`config.mk`:
```
export PLATFORM = sky130hd
export DESIGN_NAME = apb_sw_led_gpio
export DESIGN_NICKNAME = d
export VERILOG_FILES = /design/src/rtl/apb_sw_led_gpio.sv
export SDC_FILE = /design/constraint.sdc
export NUM_CORES = 1
export LEC_CHECK = 0
export ABC_AREA = 0
export CAP_MARGIN = 20
export CORE_AREA = 3 3 156 128
export DETAILED_ROUTE_END_ITERATION = 16
export DIE_AREA = 0 0 159 131
export PLACE_DENSITY = 0.79
export SETUP_SLACK_MARGIN = 0.05
export SYNTH_ARGS = -nofsm -noshare
export SYNTH_HDL_FRONTEND = slang
export SYNTH_SLANG_ARGS = --single-unit
```
`constraint.sdc`:
```
create_clock -name clk -period 2.6 [get_ports clk]
set_clock_uncertainty 0.05 [all_clocks]
set_input_delay 0.26 -clock clk [delete_from_list [all_inputs] [get_ports clk]]
set_output_delay 0.26 -clock clk [all_outputs]
set_load 0.005 [all_outputs]
```
`src/rtl/apb_sw_led_gpio.sv`:
```
// APB switch/LED peripheral: synchronises and debounces a 32-bit switch vector,
// drives a 32-bit LED register and raises a level interrupt on enabled switch changes.
module apb_sw_led_gpio #(
  parameter int unsigned DEBOUNCE_CYCLES = 16,
  parameter int unsigned ADDR_W          = 4
) (
  input  logic              clk,
  input  logic              reset,
  input  logic              PSEL,
  input  logic              PENABLE,
  input  logic              PWRITE,
  input  logic [ADDR_W-1:0] PADDR,
  input  logic [31:0]       PWDATA,
  output logic [31:0]       PRDATA,
  output logic              PREADY,
  output logic              PSLVERR,
  input  logic [31:0]       SW,
  output logic [31:0]       LED,
  output logic              irq
);

  localparam logic [15:0] CntLast = 16'(DEBOUNCE_CYCLES - 1);

  logic [31:0] s1_q, s2_q;
  logic [31:0] cand_q, cand_d;
  logic [15:0] cnt_q, cnt_d;
  logic [31:0] stable_q, stable_d;
  logic [31:0] led_q, led_d;
  logic [31:0] chg_q, chg_d;
  logic [31:0] en_q, en_d;
  logic        irq_q, irq_d;
  logic [31:0] commit_set;
  logic [31:0] chg_clr;
  logic        access, addr_hi, wr;
  logic [1:0]  sel;
  logic        unused_addr_bits;

  assign access           = PSEL & PENABLE;
  assign sel              = PADDR[3:2];
  assign wr               = access & PWRITE & ~addr_hi;
  assign unused_addr_bits = ^PADDR[1:0];

  // Any address bit above the 16-byte window makes the access unmapped.
  always_comb begin
    addr_hi = 1'b0;
    for (int unsigned i = 4; i < ADDR_W; i++) begin
      addr_hi = addr_hi | PADDR[i];
    end
  end

  // Debounce: one shared counter; a commit only happens after a full quiet window.
  always_comb begin
    cand_d     = cand_q;
    cnt_d      = cnt_q;
    stable_d   = stable_q;
    commit_set = '0;
    if (s2_q != cand_q) begin
      cand_d = s2_q;
      cnt_d  = '0;
    end else if (cnt_q < CntLast) begin
      cnt_d = cnt_q + 16'd1;
    end else if (cand_q != stable_q) begin
      stable_d   = cand_q;
      commit_set = cand_q ^ stable_q;
    end
  end

  // Register writes; a commit setting a SW_CHG bit beats a same-cycle W1C.
  always_comb begin
    led_d   = led_q;
    en_d    = en_q;
    chg_clr = '0;
    if (wr) begin
      unique case (sel)
        2'd1:    led_d   = PWDATA;
        2'd2:    chg_clr = PWDATA;
        2'd3:    en_d    = PWDATA;
        default: ;
      endcase
    end
    chg_d = (chg_q & ~chg_clr) | commit_set;
    irq_d = |(chg_d & en_d);
  end

  // Read mux and error response, forced low while reset is held.
  always_comb begin
    PRDATA  = '0;
    PSLVERR = access & addr_hi & reset;
    if (access && !addr_hi && reset) begin
      unique case (sel)
        2'd0:    PRDATA = stable_q;
        2'd1:    PRDATA = led_q;
        2'd2:    PRDATA = chg_q;
        default: PRDATA = en_q;
      endcase
    end
  end

  // State registers with asynchronous active-low clear.
  always_ff @(posedge clk or negedge reset) begin
    if (!reset) begin
      s1_q     <= '0;
      s2_q     <= '0;
      cand_q   <= '0;
      cnt_q    <= '0;
      stable_q <= '0;
      led_q    <= '0;
      chg_q    <= '0;
      en_q     <= '0;
      irq_q    <= 1'b0;
    end else begin
      s1_q     <= SW;
      s2_q     <= s1_q;
      cand_q   <= cand_d;
      cnt_q    <= cnt_d;
      stable_q <= stable_d;
      led_q    <= led_d;
      chg_q    <= chg_d;
      en_q     <= en_d;
      irq_q    <= irq_d;
    end
  end

  assign PREADY = 1'b1;
  assign LED    = led_q;
  assign irq    = irq_q;

endmodule

```
==> metrics.md <==
| Metric | Value |
|---|---|
| Outcome | finished, final reports clean |
| Worst Path Arrival | 2.83 ns |
| Worst EP required | 2.93 ns |
| GRT overflow | 0 |
| Main synth FF type | dfrtp_1 |
| Clock-pin slew on the worst setup and hold paths | 0.06 ns |
| Syn_nets | 833 |
| WP buf/inv | 1 |
| # DRC | 0 |
| Ports | 140 |
| Total CTS buffers | 24 |
| Number of antenna violations at the first check in global routing | 0 |
| Fmax | 0.399 GHz |
| Syn_area_per_cell | 13.3 um^2 |
| Largest net degree at the start of global routing | 148 |
| Post-Syn Instances | 759 |
| Final setup vio count | 0 |
| Max-slew violations | 0 |
| Tcrit/Tclk final | 0.963 |
| Row cnt | 45 |
| Rel. slew slack | 0.469 |
| WL/cell | 21.0 um |
| Cell leakage power | 6.07 nW |
| Crit Path Class | reg2reg |
| WL final | 25400 um |
| Crit path max fanout | 35 |
| Final ANT Viol Nets | 0 |
| Area growth from synthesis to layout | 28.9% |
| Worst slew pin tran | 0.797 ns |
| RD Place Congestion | 0.959 |
| Synthesis-stage register bit count | 241 |
| Die area | 20800 um^2 |
| Via/cell ratio | 5.45 |
| Die width | 159 um |
| Post-synthesis sequential area ratio | 0.596 |
| First-pass GRT wire length | 39700 um |
| Clk Latency, worst-skew pair | 0.51 ns |
| Pre-antenna DRT Iters | 5 |
| PD cells | 718 nW/um^2 |
| Ant. Diodes | 0 |
| Top delay family on crit path | simple AND/OR/NAND/NOR gates |
| CP startpoint kind | flop |
| Max cap viols | 0 |
| Via count | 6589 |
| Die H | 131 um |
| Clk root buf | clkbuf_16 |
| Share of cells above drive strength 1 | 0.213 |
| # Post-CTS Setup Buffers | 0 |
| Yosys warnings | 0 |
| Final Non-Filler Cells | 1210 |
| Total GRT Usage | 0.247 |
| Mapped cell area | 10100 um^2 |
| Initial core utilization | 0.541 |
| Post-route minimum period | 2.50 ns |
| Final Hold Fails | 0 |
| CTS H-Tree Depth | 1 |
| Worst ir drop on vdd | 0.545 mV |
| RSZ-0062 raised after global routing | true |
| Post-synth EDFFs | 0 |
| Clock tree from TritonCTS | done |
| Worst hold-check path type | in2async |
| Yosys cell types | 33 |
| IO Port Bufs | 135 |
| Largest stage delay, worst path | 0.48 ns |
| Post-synth ARST share | 1.00 |
| Final Power | 9.37 mW |
| Clk sinks | 241 |
| Total Nets Final | 1013 |
| DR iter-0 viols | 519 |
| Detailed placement HPWL | 18200 um |
| Core Region | 18700 um^2 |
| Number of global-route vias before repair | 7058 |
| CP max stage cell | dfrtp_1 |
| Placed Cells | 1169 |
| Worst Setup End Kind | flop |
| Critical path cell sequence | xnor2_1 -> nand4_1 -> nor4_2 -> nand2_1 -> nand3_2 -> buf_12 -> mux2_1 |
| Clock buffer depth | 3 |
[cell families (layout without fill, tap and decap cells)]
family	after synthesis	in the layout	share of synthesized area
AOI/OAI and AO/OA	97	97	0.0523
adders and majority gates	1	1	0.00124
muxes	129	129	0.182
other	2	2	0.000742
DFF	241	241	0.596
buffers and inverters	127	320	0.0523
xor gates and xnor gates	67	67	0.0580
and+or+nand+nor	95	95	0.0575
[sequential cells by signal (all words and copies together) (netlist names)]
register  cells
LED          32
cand_q       32
chg_q        32
en_q         32
s1_q         32
s2_q         32
stable_q     32
cnt_q        16
irq           1
[final timing paths]
check / start / end / slack (ns) / cells after the start
setup / recovery: cand_q[30] / stable_q[5] / 0.1 / 7
hold / removal: reset / LED[7] / 0.10 / 2
setup reg to reg: cand_q[30] / stable_q[5] / 0.1 / 7
hold reg to reg: s1_q[11] / s2_q[11] / 0.30 / 0
max in group asynchronous: reset / cnt_q[8] / 1.40 / 3
min in group clk: SW[1] / s1_q[1] / 0.14 / 1
[layout by cell type, fill, tap and decap left out, types with 33 or more instances in the layout]
master           netlist  final
dfrtp_1              241    241
clkdlybuf4s50_1        0    132
buf_4                  4     67
inv_1                 65     65
o21ai_0               62     62
mux2i_1               33     33
xor2_1                33     33
[final cells by class]
| class | instances | area, um^2 |
|---|---|---|
| flip-flops and latches | 241 | 6030 |
| repair buffers | 216 | 2130 |
| well taps | 258 | 323 |
| fillers | 1325 | 5650 |
| clock inverters | 3 | 26.3 |
| multi-input cells | 391 | 3590 |
| clock buffers | 36 | 696 |
| inverters | 65 | 244 |
[layer usage]
layer	routed length, um	track usage	vias to the layer above
met5	0	0	-
met4	482	0.0571	0
met3	1920	0.0665	39
met2	11800	0.397	259
met1	11300	0.345	3330
li1	-	-	2961
[stage by stage]
step | setup TNS, ns | instance area [um^2] | hold WS (ns) | worst slack (ns) | utilization
final | 0 | 13000 | 0.103 | 0.0956 | 0.698
after CTS | 0 | 13000 | 0.0951 | 0.0723 | 0.695
after global placement | -0.0802 | 12200 | 0.0318 | -0.0802 | 0.655
after detailed placement | -0.121 | 12200 | 0.0329 | -0.121 | 0.655
after global routing | 0 | 13000 | 0.106 | 0.0283 | 0.698
after floorplan | 0 | 10100 | -0.0856 | 0.510 | -
[cells in the mapped netlist (2+ instances only)]
master	instances	area [um^2]
dfrtp_1	241	6030
inv_1	65	244
o21ai_0	62	310
clkbuf_1	47	176
xnor2_1	34	298
mux2i_1	33	330
xor2_1	33	289
mux2_2	32	360
mux4_2	32	721
nor2b_1	32	200
o22ai_1	32	200
nor4_1	21	131
mux2_4	18	270
mux2_1	14	158
nand4_1	13	81.3
and2_1	11	68.8
buf_2	6	30.0
buf_4	4	30.0
buf_6	4	45.0
nand3_1	4	20.0
nor2_1	4	15.0
nor3_1	4	20.0
conb_1	2	7.51
o21ai_1	2	10.0
[where the power goes]
part	total, mW	switching [mW]	leakage (nW)	internal [mW]
combinational	1.71	0.744	2.75	0.970
sequential	4.46	0.294	2.96	4.17
clock	3.19	1.35	0.355	1.84
total	9.37	2.39	6.07	6.98
[timing repair]
action,in CTS,in global routing
hold buffers,1,0
hold endpoints to repair,107,0
gates resized for setup,1,5
setup endpoints to repair,11,42
Power figures use the tool's default switching activity.
